`config.mk`:
```
export PLATFORM = sky130hd
export DESIGN_NAME = dot_acc_sched
export DESIGN_NICKNAME = d
export VERILOG_FILES = /design/src/rtl/dot_acc_sched.sv
export SDC_FILE = /design/constraint.sdc
export NUM_CORES = 1
export LEC_CHECK = 0
export CAP_MARGIN = 25
export CELL_PAD_IN_SITES_DETAIL_PLACEMENT = 0
export CELL_PAD_IN_SITES_GLOBAL_PLACEMENT = 2
export CORE_MARGIN = 2
export CORE_UTILIZATION = 30
export CTS_CLUSTER_SIZE = 16
export DETAILED_ROUTE_END_ITERATION = 8
export PLACE_DENSITY = 0.71
export SLEW_MARGIN = 40
export SYNTH_ARGS = -nofsm -noshare
export SYNTH_HDL_FRONTEND = slang
export SYNTH_SLANG_ARGS = --single-unit
```
`constraint.sdc`:
```
create_clock -name clk_i -period 2 [get_ports clk_i]
set_input_delay 0.6 -clock clk_i [delete_from_list [all_inputs] [get_ports clk_i]]
set_output_delay 0.6 -clock clk_i [all_outputs]
set_load 0.02 [all_outputs]
```
`src/rtl/dot_acc_sched.sv`:
```
// Job sequencer for one dot-product PE: interleaves PIPE_LAT output elements so the
// accumulator feedback path stays busy, and tags each PE result for the drain.
module dot_acc_sched #(
  parameter int PIPE_LAT = 8,
  parameter int CNT_W    = 16,
  parameter int IDX_W    = 3
) (
  input  logic             clk_i,
  input  logic             rst_ni,
  input  logic             start_i,
  input  logic [CNT_W-1:0] k_beats_i,
  output logic             busy_o,
  output logic             done_o,
  input  logic             in_valid_i,
  output logic             in_ready_o,
  output logic             pe_ena_o,
  output logic             pe_acc_zero_o,
  output logic             out_valid_o,
  input  logic             out_ready_i,
  output logic [IDX_W-1:0] out_idx_o
);

  typedef enum logic [1:0] {
    IDLE  = 2'd0,
    ISSUE = 2'd1,
    DRAIN = 2'd2
  } state_e;

  state_e              state_q;
  logic [IDX_W-1:0]    phase_q;
  logic [CNT_W-1:0]    pass_q;
  logic [CNT_W-1:0]    klast_q;
  logic                done_q;
  logic [PIPE_LAT-1:0] tag_vld_q;
  logic [PIPE_LAT-1:0] tag_fin_q;
  logic [IDX_W-1:0]    tag_idx_q [PIPE_LAT];

  logic blk_s;
  logic accept_s;
  logic pe_ena_s;
  logic last_beat_s;
  logic last_pass_s;
  logic pipe_empty_s;

  assign out_valid_o   = tag_vld_q[PIPE_LAT-1] & tag_fin_q[PIPE_LAT-1];
  assign out_idx_o     = tag_idx_q[PIPE_LAT-1];
  assign busy_o        = (state_q != IDLE);
  assign done_o        = done_q;

  // A held result freezes the whole PE so its value and tag stay stable for the drain.
  assign blk_s         = out_valid_o & ~out_ready_i;
  assign in_ready_o    = (state_q == ISSUE) & ~blk_s;
  assign accept_s      = in_valid_i & in_ready_o;
  assign pe_ena_s      = busy_o & ~blk_s & (in_valid_i | (state_q == DRAIN));
  assign pe_ena_o      = pe_ena_s;
  assign pe_acc_zero_o = ~((state_q == ISSUE) & (pass_q != {CNT_W{1'b0}}));

  assign last_pass_s   = (pass_q == klast_q);
  assign last_beat_s   = last_pass_s & (phase_q == IDX_W'(PIPE_LAT - 1));
  // Only the final stage may still hold a valid tag once the drain is about to finish.
  assign pipe_empty_s  = (tag_vld_q[PIPE_LAT-2:0] == {(PIPE_LAT-1){1'b0}});

  // Job FSM, beat counters and the tag pipe that mirrors the PE latency.
  always_ff @(posedge clk_i or negedge rst_ni) begin
    if (!rst_ni) begin
      state_q   <= IDLE;
      phase_q   <= {IDX_W{1'b0}};
      pass_q    <= {CNT_W{1'b0}};
      klast_q   <= {CNT_W{1'b0}};
      done_q    <= 1'b0;
      tag_vld_q <= {PIPE_LAT{1'b0}};
      tag_fin_q <= {PIPE_LAT{1'b0}};
      for (int i = 0; i < PIPE_LAT; i++) tag_idx_q[i] <= {IDX_W{1'b0}};
    end else begin
      done_q <= 1'b0;
      if (pe_ena_s) begin
        tag_vld_q    <= {tag_vld_q[PIPE_LAT-2:0], accept_s};
        tag_fin_q    <= {tag_fin_q[PIPE_LAT-2:0], last_pass_s};
        tag_idx_q[0] <= phase_q;
        for (int i = 1; i < PIPE_LAT; i++) tag_idx_q[i] <= tag_idx_q[i-1];
      end
      case (state_q)
        IDLE: begin
          if (start_i) begin
            if (k_beats_i != {CNT_W{1'b0}}) begin
              klast_q <= k_beats_i - CNT_W'(1);
              pass_q  <= {CNT_W{1'b0}};
              phase_q <= {IDX_W{1'b0}};
              state_q <= ISSUE;
            end else begin
              done_q  <= 1'b1;
            end
          end
        end
        ISSUE: begin
          if (accept_s) begin
            if (last_beat_s) begin
              state_q <= DRAIN;
            end else if (phase_q == IDX_W'(PIPE_LAT - 1)) begin
              phase_q <= {IDX_W{1'b0}};
              pass_q  <= pass_q + CNT_W'(1);
            end else begin
              phase_q <= phase_q + IDX_W'(1);
            end
          end
        end
        DRAIN: begin
          if (pe_ena_s && pipe_empty_s) begin
            state_q <= IDLE;
            done_q  <= 1'b1;
          end
        end
        default: state_q <= IDLE;
      endcase
    end
  end

endmodule

```
==> flow_summary.ini <==
[route]
firstDrtPassIters = 4
drc = 0
via_per_inst = 4.70
vias = 3090
wire_per_inst_um = 14.8
wirelength_mm = 9.74
detail_route.iter0.violations = 145
ant_nets = 0

[cts]
hold_buffers = 0
cts_root_buf = clkbuf_16
numCtsBuffers = 9
clockBufferDepth = 2
clk_pin_slew_ns = 0.07
cts_tree = yes
cts_sinks = 78
ctsHtreeMaxLevel = 3
clock_latency_ns = 0.34

[grt]
grt_max_degree = 41
grt_pass1_vias = 3130
antenna_found_initial = 0
grt_use_total_pct = 13.9
grt_overflow_total = 0
grt_pass1_wl_mm = 15.6

[pwr]
switching_share_pct = 31.9
p_switching_mw = 1.77
power.density_nw_per_um2 = 972
leakagePower_nw = 2.43
peakVddDrop_v = 0.000486
p_comb_share_pct = 30.4
p_seq_share_pct = 40.8
p_int_mw = 3.78
clkPwrFrac_pct = 28.8

[layout]
drive_above_1_share_pct = 42.0
antennaDiodeCount = 0
fillers = 1242
layout.area.seq_um2 = 1950
areaGrowthSynthToFinish_pct = 43.4
final_nets = 503
final_core_util_pct = 43.7
multi_input_area_um2 = 2160

[sta]
slew_headroom_pct = 66.8
rsz0062_at_grt = yes
setup_viol_count_final = 2
fmax_mhz = 466
maxSlewViolCount = 0
hold_violations = 0
fin_skew_ns = 0.00909
min_period_ns = 2.15
worst_pin_slew_ns = 0.498
min_period_over_period_pct = 107
fin_ws_ns = -0.146

[outcome]
status = finished, violations left
violations = negative setup slack

[logic_synthesis]
yosysSeqAreaShare_pct = 49.0
synth_edf_count = 0
ys.flop_type = dfrtp_1
synth_nets = 397
syn_area_um2 = 3980
synthArstFlopShare_pct = 100
yosys_register_bits = 78
yosys_warnings = 0
syn_area_per_cell_um2 = 10.8
netlist_instances = 370
synth.distinct_cells = 45

[floorplan]
rows = 42
die_h_um = 119
dieArea_um2 = 14200
die_w_um = 119
start_util_pct = 30.4
ioPinCount = 30
fp.coreArea_um2 = 13100

[worst_setup_path]
max_stage_delay_ns = 0.38
start_kind = flip-flop
critPathCaptureType = primary output
crit_type = reg2out
cp.required_ns = 1.40
cp_slowest_cell = dfrtp_1
cp.arrival_ns = 1.55
path_cells = inv_1 > ha_4 > nor4b_4 > a41o_1 > buf_6
crit_fanout = 2

[placed_design]
finalWeightedCongestion = 0.774
hpwl_mm = 6.62
port_buffers = 29
detailedPlace.worstSlack_ns = -0.651

[worst_hold_path]
hold_class = in2async

[flow_run]
timing.max_cap.violations = 0
==> placed cells by master (no fill, tap or decap), drive strengths merged, types with 7 or more instances in the layout <==
master and instances:
and3 7, buf 89, clkbuf 14, clkdlybuf4s50 11, dfrtp 78, dlygate4sd2 8
inv 17, mux2 39, nand2 36, nand3 16, nor2 23, nor3 11
o21ai 28, o31ai 19, xnor2 22
==> final timing paths <==
path	start	to	slack (ns)	cells past startpoint
max	pass_q[0]	pe_acc_zero_o	-0.15	5
min	rst_ni	klast_q[13]	0.16	1
max reg2reg	pass_q[13]	state_q[0]	-0.02	9
min reg2reg	tag_idx_q[9]	tag_idx_q[9]	0.50	1
max in group asynchronous	rst_ni	tag_idx_q[23]	1.27	2
min in group clk_i	tag_idx_q[9]	tag_idx_q[9]	0.50	1
==> synth_stat cells, drive strengths merged, types with 6 or more instances <==
cell | n | share of area [%]
dfrtp | 78 | 49
mux2 | 39 | 11
nand2 | 36 | 3.5
o21ai | 28 | 3.5
nor2 | 23 | 2.3
xnor2 | 22 | 4.8
o31ai | 19 | 4.8
buf | 17 | 2.8
nand3 | 15 | 2.3
inv | 12 | 1.1
nor3 | 11 | 1.4
and3 | 7 | 1.1
ha | 6 | 1.9
xor2 | 6 | 1.3
==> state kept, by name, indices dropped and copies added, names as in the netlist <==
signal     flops
done_o         1
klast_q       16
out_idx_o      3
pass_q        16
phase_q        3
state_q        2
tag_fin_q      8
tag_idx_q     21
tag_vld_q      8
==> power groups by stage <==
stage          Combinational (mW)  Clock, mW  Sequential (mW)
5_1_grt                      1.85       1.70             2.33
4_1_cts                      1.56       1.62             2.26
6_report                     1.69       1.60             2.27
3_3_place_gp                 1.49          0             2.26
2_1_floorplan               0.974          0             2.22
3_5_place_dp                 1.51          0             2.28
==> worst max-delay path, delay by kind of cell, from the launching register on <==
family | cells | cell delay, ns
DFF | 1 | 0.38
buffers and inverters | 2 | 0.26
AOI/OAI and AO/OA | 1 | 0.24
and+or+nand+nor | 1 | 0.19
adders and majority gates | 1 | 0.15
==> stage by stage <==
stage | setup TNS, ns | std cells | area, µm² | power [mW] | hold slack, ns
after floorplan | 0 | 370 | 4010 | 3.19 | 0.304
after global routing | -1.76 | 657 | 5710 | 5.88 | 0.189
after CTS | -0.188 | 650 | 5460 | 5.45 | 0.179
after global placement | -30.67 | 633 | 5040 | 3.75 | 0.486
after detailed placement | -32.19 | 633 | 5040 | 3.79 | 0.491
final | -0.171 | 657 | 5710 | 5.55 | 0.165
==> per-layer routing <==
layer / global-route usage, % / vias to the layer above / share of wire (%) / wire length (µm)
li1: - / 1544 / - / -
met1: 18.5 / 1495 / 48 / 4660
met2: 22.3 / 40 / 48 / 4650
met3: 2.83 / 11 / 2.5 / 239
met4: 5.43 / 0 / 2.0 / 199
met5: 0 / - / 0 / 0
==> area by class of cell <==
cell class	count	share of cell area, %
clock buffers	9	3.94
clock inverters	7	1.07
inverters	12	0.788
multi-input cells	259	37.8
flip-flops and latches	78	34.2
well taps	176	3.85
repair buffers	116	18.4
==> logic make-up (layout without fill, tap and decap cells) <==
logic type	count (synthesis)	count (layout)	share of synthesized area, %
simple gates	119	120	15.2
flops	78	78	49.0
compound gates	65	65	12.2
mux	40	40	11.3
buf+inv	34	144	4.37
xor+xnor	28	28	6.16
fa+ha+maj	6	6	1.88
==> what timing repair did <==
action                                  CTS  global route
cloned                                    1             2
pin swaps                                13            16
resized for setup                        57            35
endpoints found under the setup margin   43            39
setup buffers                             0             5
(Power assumes the default switching activity.)
